[src/rtl/alu_sequencer.sv]
// rtl/alu_sequencer.sv - multi-cycle decode/execute controller driving the ALU, register file and PSR
module alu_sequencer #(
    parameter int WIDTH = 16
) (
    input  logic             clk,
    input  logic             reset,
    input  logic             instr_valid,
    output logic             instr_ready,
    input  logic [15:0]      instr,
    output logic [3:0]       rf_raddr_src,
    output logic [3:0]       rf_raddr_dst,
    output logic             alu_src_imm,
    output logic [WIDTH-1:0] imm_ext,
    output logic [2:0]       alucont,
    input  logic [4:0]       alu_psr,
    output logic             rf_we,
    output logic [3:0]       rf_waddr,
    output logic [4:0]       psr_q,
    output logic             done,
    output logic             illegal
);

    localparam logic [1:0] S_IDLE   = 2'd0;
    localparam logic [1:0] S_DECODE = 2'd1;
    localparam logic [1:0] S_EXEC   = 2'd2;
    localparam logic [1:0] S_WB     = 2'd3;

    localparam logic [2:0] ALU_ADD = 3'b000;
    localparam logic [2:0] ALU_SUB = 3'b001;
    localparam logic [2:0] ALU_AND = 3'b010;
    localparam logic [2:0] ALU_XOR = 3'b011;
    localparam logic [2:0] ALU_OR  = 3'b100;
    localparam logic [2:0] ALU_CMP = 3'b101;
    localparam logic [2:0] ALU_MOV = 3'b110;

    // PSR bit positions: [0]C [1]F [2]L [3]Z [4]N
    localparam logic [4:0] MASK_CF  = 5'b00011;
    localparam logic [4:0] MASK_CFL = 5'b00111;
    localparam logic [4:0] MASK_ZN  = 5'b11000;

    logic [1:0]       state_q, state_d;
    logic [15:0]      ir_q, ir_d;
    logic [2:0]       alucont_q, alucont_d;
    logic             src_imm_q, src_imm_d;
    logic [WIDTH-1:0] imm_q, imm_d;
    logic             we_q, we_d;
    logic             ill_q, ill_d;
    logic [4:0]       mask_q, mask_d;
    logic [4:0]       psr_d;

    logic [3:0]       ir_op;
    logic [3:0]       ir_opext;
    logic [7:0]       ir_imm8;
    logic [3:0]       dec_key;
    logic             dec_is_imm;
    logic [2:0]       dec_alucont;
    logic             dec_we;
    logic             dec_ill;
    logic             dec_sext;
    logic [4:0]       dec_mask;
    logic [WIDTH-1:0] dec_imm;
    logic             accept;
    logic             wb_fire;

    assign ir_op    = ir_q[15:12];
    assign ir_opext = ir_q[7:4];
    assign ir_imm8  = ir_q[7:0];

    // Immediate forms reuse the register-form opext code as their primary opcode.
    assign dec_is_imm = (ir_op != 4'b0000);
    assign dec_key    = dec_is_imm ? ir_op : ir_opext;

    always_comb begin
        dec_alucont = ALU_MOV;
        dec_we      = 1'b0;
        dec_ill     = 1'b0;
        dec_sext    = 1'b0;
        dec_mask    = 5'b00000;
        case (dec_key)
            4'b0101: begin
                dec_alucont = ALU_ADD;
                dec_we      = 1'b1;
                dec_sext    = 1'b1;
                dec_mask    = MASK_CF;
            end
            4'b1001: begin
                dec_alucont = ALU_SUB;
                dec_we      = 1'b1;
                dec_sext    = 1'b1;
                dec_mask    = MASK_CFL;
            end
            4'b0001: begin
                dec_alucont = ALU_AND;
                dec_we      = 1'b1;
            end
            4'b0011: begin
                dec_alucont = ALU_XOR;
                dec_we      = 1'b1;
            end
            4'b0010: begin
                dec_alucont = ALU_OR;
                dec_we      = 1'b1;
            end
            4'b1011: begin
                dec_alucont = ALU_CMP;
                dec_sext    = 1'b1;
                dec_mask    = MASK_ZN;
            end
            4'b1101: begin
                dec_alucont = ALU_MOV;
                dec_we      = 1'b1;
            end
            default: begin
                dec_ill = 1'b1;
            end
        endcase
    end

    always_comb begin
        dec_imm = '0;
        if (dec_is_imm && !dec_ill) begin
            if (dec_sext) begin
                dec_imm = {{(WIDTH-8){ir_imm8[7]}}, ir_imm8};
            end else begin
                dec_imm = {{(WIDTH-8){1'b0}}, ir_imm8};
            end
        end
    end

    assign accept  = (state_q == S_IDLE) && instr_valid && !reset;
    assign wb_fire = (state_q == S_WB) && !reset;

    always_comb begin
        state_d   = state_q;
        ir_d      = ir_q;
        alucont_d = alucont_q;
        src_imm_d = src_imm_q;
        imm_d     = imm_q;
        we_d      = we_q;
        ill_d     = ill_q;
        mask_d    = mask_q;
        psr_d     = psr_q;
        case (state_q)
            S_IDLE: begin
                if (accept) begin
                    ir_d    = instr;
                    state_d = S_DECODE;
                end
            end
            S_DECODE: begin
                alucont_d = dec_alucont;
                src_imm_d = dec_is_imm && !dec_ill;
                imm_d     = dec_imm;
                we_d      = dec_we && !dec_ill;
                ill_d     = dec_ill;
                mask_d    = dec_ill ? 5'b00000 : dec_mask;
                state_d   = S_EXEC;
            end
            S_EXEC: begin
                psr_d   = (psr_q & ~mask_q) | (alu_psr & mask_q);
                state_d = S_WB;
            end
            default: begin
                state_d = S_IDLE;
            end
        endcase
    end

    always_ff @(posedge clk) begin
        if (reset) begin
            state_q   <= S_IDLE;
            ir_q      <= '0;
            alucont_q <= ALU_ADD;
            src_imm_q <= 1'b0;
            imm_q     <= '0;
            we_q      <= 1'b0;
            ill_q     <= 1'b0;
            mask_q    <= '0;
            psr_q     <= '0;
        end else begin
            state_q   <= state_d;
            ir_q      <= ir_d;
            alucont_q <= alucont_d;
            src_imm_q <= src_imm_d;
            imm_q     <= imm_d;
            we_q      <= we_d;
            ill_q     <= ill_d;
            mask_q    <= mask_d;
            psr_q     <= psr_d;
        end
    end

    // Strobes are gated by reset so an instruction caught in WB by reset never retires.
    assign instr_ready  = (state_q == S_IDLE) && !reset;
    assign rf_raddr_src = ir_q[3:0];
    assign rf_raddr_dst = ir_q[11:8];
    assign rf_waddr     = ir_q[11:8];
    assign alucont      = alucont_q;
    assign alu_src_imm  = src_imm_q;
    assign imm_ext      = imm_q;
    assign rf_we        = wb_fire && we_q;
    assign done         = wb_fire;
    assign illegal      = wb_fire && ill_q;

endmodule
[config.mk]
export PLATFORM = sky130hd
export DESIGN_NAME = alu_sequencer
export DESIGN_NICKNAME = d
export VERILOG_FILES = /design/src/rtl/alu_sequencer.sv
export SDC_FILE = /design/constraint.sdc
export NUM_CORES = 1
export LEC_CHECK = 0
export ABC_AREA = 1
export BUFFER_PORTS_ARGS = -buffer_cell sky130_fd_sc_hd__buf_4
export CORE_MARGIN = 3
export CORE_UTILIZATION = 56
export CTS_BUF_LIST = sky130_fd_sc_hd__clkbuf_4
export CTS_CLUSTER_SIZE = 14
export DETAILED_ROUTE_END_ITERATION = 8
export PLACE_DENSITY = 0.88
export SYNTH_ARGS = -nofsm -noshare
export SYNTH_HDL_FRONTEND = slang
export SYNTH_SLANG_ARGS = --single-unit
[constraint.sdc]
create_clock -name clk -period 2.7 [get_ports clk]
set_input_delay 0.135 -clock clk [delete_from_list [all_inputs] [get_ports clk]]
set_output_delay 0.135 -clock clk [all_outputs]
set_load 0.01 [all_outputs]
==> metrics <==
peak supply drop 500 uV; Final period util 73.1%; Die W 64.6 um; ant diodes 0; Final Hold Viols 0; Peak Freq 0.507 GHz; RSZ-0062 raised after global routing false; critical path fanouts, max 31; synthesized instance count 260; CTS resizes 0; Synth Register Bits 41; Crit Path Class input port to primary output; Reg-to-Reg End state_q[0]$_SDFFE_PP0P_; clk_lat worst skew 0.36 ns; maximum clock insertion buffer count 2; Tmin final 1.97 ns; required time of the worst setup path 2.57 ns; CP endpoint kind primary output; initial antenna violation count 0; Least-Margin Pin Slew 0.802 ns; H-tree levels 2; placed cell count 341; final cell count without fillers 359; Synth warnings 0; hold slack final 0.0191 ns; Synth cell types 23; IO Port Bufs 64; CTS Root Cell clkbuf_4; syn_area_per_cell 7.40 um2; detailed placer's ending HPWL 3140 um; startpoint types input port; CTS buffer count 5; Total GRT Usage 21.2%; post-synthesis sequential area ratio 42.7%; fin util 77.5%; total gr overflow 0; hold-critical path depth 3; arrival time worst endpoint 1.84 ns; largest net degree at the start of global routing 32; hold_buf cts 10; Syn Nets 288; num ports 65; Layout Nets 342; routed via count 1,768; clk slew on worst S/H paths 0.12 ns; vias in the first global route 1,607; detailed-route vias per instance 4.92; Rows 20; hold crit path type input port to flop; Initial Util 61.0%; Clock Sinks 41; Worst R2R Path Depth 9; total power 1.78 mW; Post-synth EDFFs 0; Final Wtd Congestion 0.833; wire per inst 11.8 um; filler instances 232; Layout Skew 0.0164 ns; leakage power 1.24 nW; Max-slew headroom 46.4%; Reg-to-Reg Start state_q[0]$_SDFFE_PP0P_; Post-CTS Setup Bufs 0; total negative slack 0 ns; TritonCTS clock tree done; Final ANT Viol Nets 0; DRC violations left 0; FFs w/ async S/R, synth 0%; final setup violation count 0; drt pass-1 iters 4; hold_sp alu_psr[0]; top flip-flop cell by instance count after synthesis dfxtp_1; final wirelength 4250 um; layout cells sized above 1 28.9%; Chip Height 64.6 um; Mapped Area 1920 um2; P&R area growth vs syn 27.1%; status completed; Slew Viols, Final 0; first-pass GRT wire length 6890 um; Reg2Reg Setup Slack 0.77 ns; total power divided by cell area 730 nW/um2; Core ar. 3150 um2; Max-Cap Viols 0; DRT iter0 DRCs 56; Die Area 4170 um2
metal layers:
metal  wire, um  global-route usage (%)
met4         40                    4.75
met3        273                    7.80
met1       1840                    22.9
met5          0                       0
met2       2100                    39.3
synthesized netlist by cell type (2+ instances only):
library cell	instances	area share (%)
dfxtp_1	41	43
nand2_2	7	2.3
a21oi_2	3	1.4
nand3_1	22	5.7
and3_1	2	0.65
nor2_2	2	0.65
clkbuf_1	6	1.2
nand3_2	2	1.0
nand2_1	58	11
nor2_4	3	1.8
buf_4	19	7.4
nor2_1	19	3.7
inv_1	25	4.9
ha_1	4	2.6
o21ai_0	24	6.2
buf_2	2	0.52
a21oi_1	15	3.9
power breakdown:
group	leakage [nW]	switching (mW)	total (mW)	internal (mW)
Sequential	0.334	0.0602	0.765	0.704
Combinational	0.878	0.431	0.696	0.265
Clock	0.0324	0.200	0.323	0.123
per-stage QoR:
| step | setup slack, ns | area, um2 |
|---|---|---|
| after CTS | 0.736 | 2440 |
| after floorplan | 1.21 | 1920 |
| after global routing | 0.512 | 2440 |
| final | 0.727 | 2440 |
| after global placement | 0.897 | 2280 |
| after detailed placement | 0.801 | 2280 |
cell usage in the layout, fill, tap and decap left out:
master	netlist	layout
inv_1	25	25
nand3_1	22	22
nor2_2	2	2
ha_1	4	4
and3_1	2	2
a21oi_2	3	3
o221ai_1	1	1
a21oi_1	15	15
dlygate4sd3_1	0	10
nand3_2	2	2
clkinv_1	1	1
clkinvlp_4	0	1
nor2_1	19	19
nand4_1	1	1
buf_4	19	64
inv_2	1	1
a31oi_1	1	1
o21ai_0	24	24
nor2_4	3	3
nand2_1	58	58
nand2_2	7	7
nand2_4	1	1
dfxtp_1	41	41
clkbuf_4	0	7
worst max-delay path, cell delays in order:
cell	delay, ns
dlygate4sd3_1	0.53
buf_4	0.17
inv_1	0.57
and3_1	0.30
buf_4	0.13
worst max path at each step:
stage                                   end                     from  cells past startpoint  slack [ns]
detailed placement  state_q[0]$_SDFFE_PP0P_  state_q[0]$_SDFFE_PP0P_                      9        0.80
CTS                                 illegal                    reset                      5        0.74
global placement    state_q[0]$_SDFFE_PP0P_  state_q[0]$_SDFFE_PP0P_                      9        0.90
floorplan           state_q[0]$_SDFFE_PP0P_  state_q[0]$_SDFFE_PP0P_                      9        1.21
global route        state_q[0]$_SDFFE_PP0P_  state_q[0]$_SDFFE_PP0P_                      9        0.51
finish                              illegal                    reset                      5        0.73
cells by family (layout without fill, tap and decap cells):
logic type	after synthesis	after routing	synth area share (%)
buffers and inverters	54	109	14.4
AND/OR/NAND/NOR	117	117	28.0
AO/OA/AOI/OAI	44	44	12.3
adder cells (fa/ha/maj)	4	4	2.60
flip-flops	41	41	42.7
cell type report:
cell class | count | area, um2 | share of cell area [%]
Sequential cell | 41 | 821 | 33.6
Clock buffer | 7 | 52.6 | 2.15
Multi-Input combinational cell | 165 | 826 | 33.8
Tap cell | 44 | 55.1 | 2.25
Clock inverter | 1 | 7.51 | 0.307
Inverter | 27 | 101 | 4.15
Timing Repair Buffer | 74 | 581 | 23.8
No activity file was read; power rests on OpenSTA's default activity.
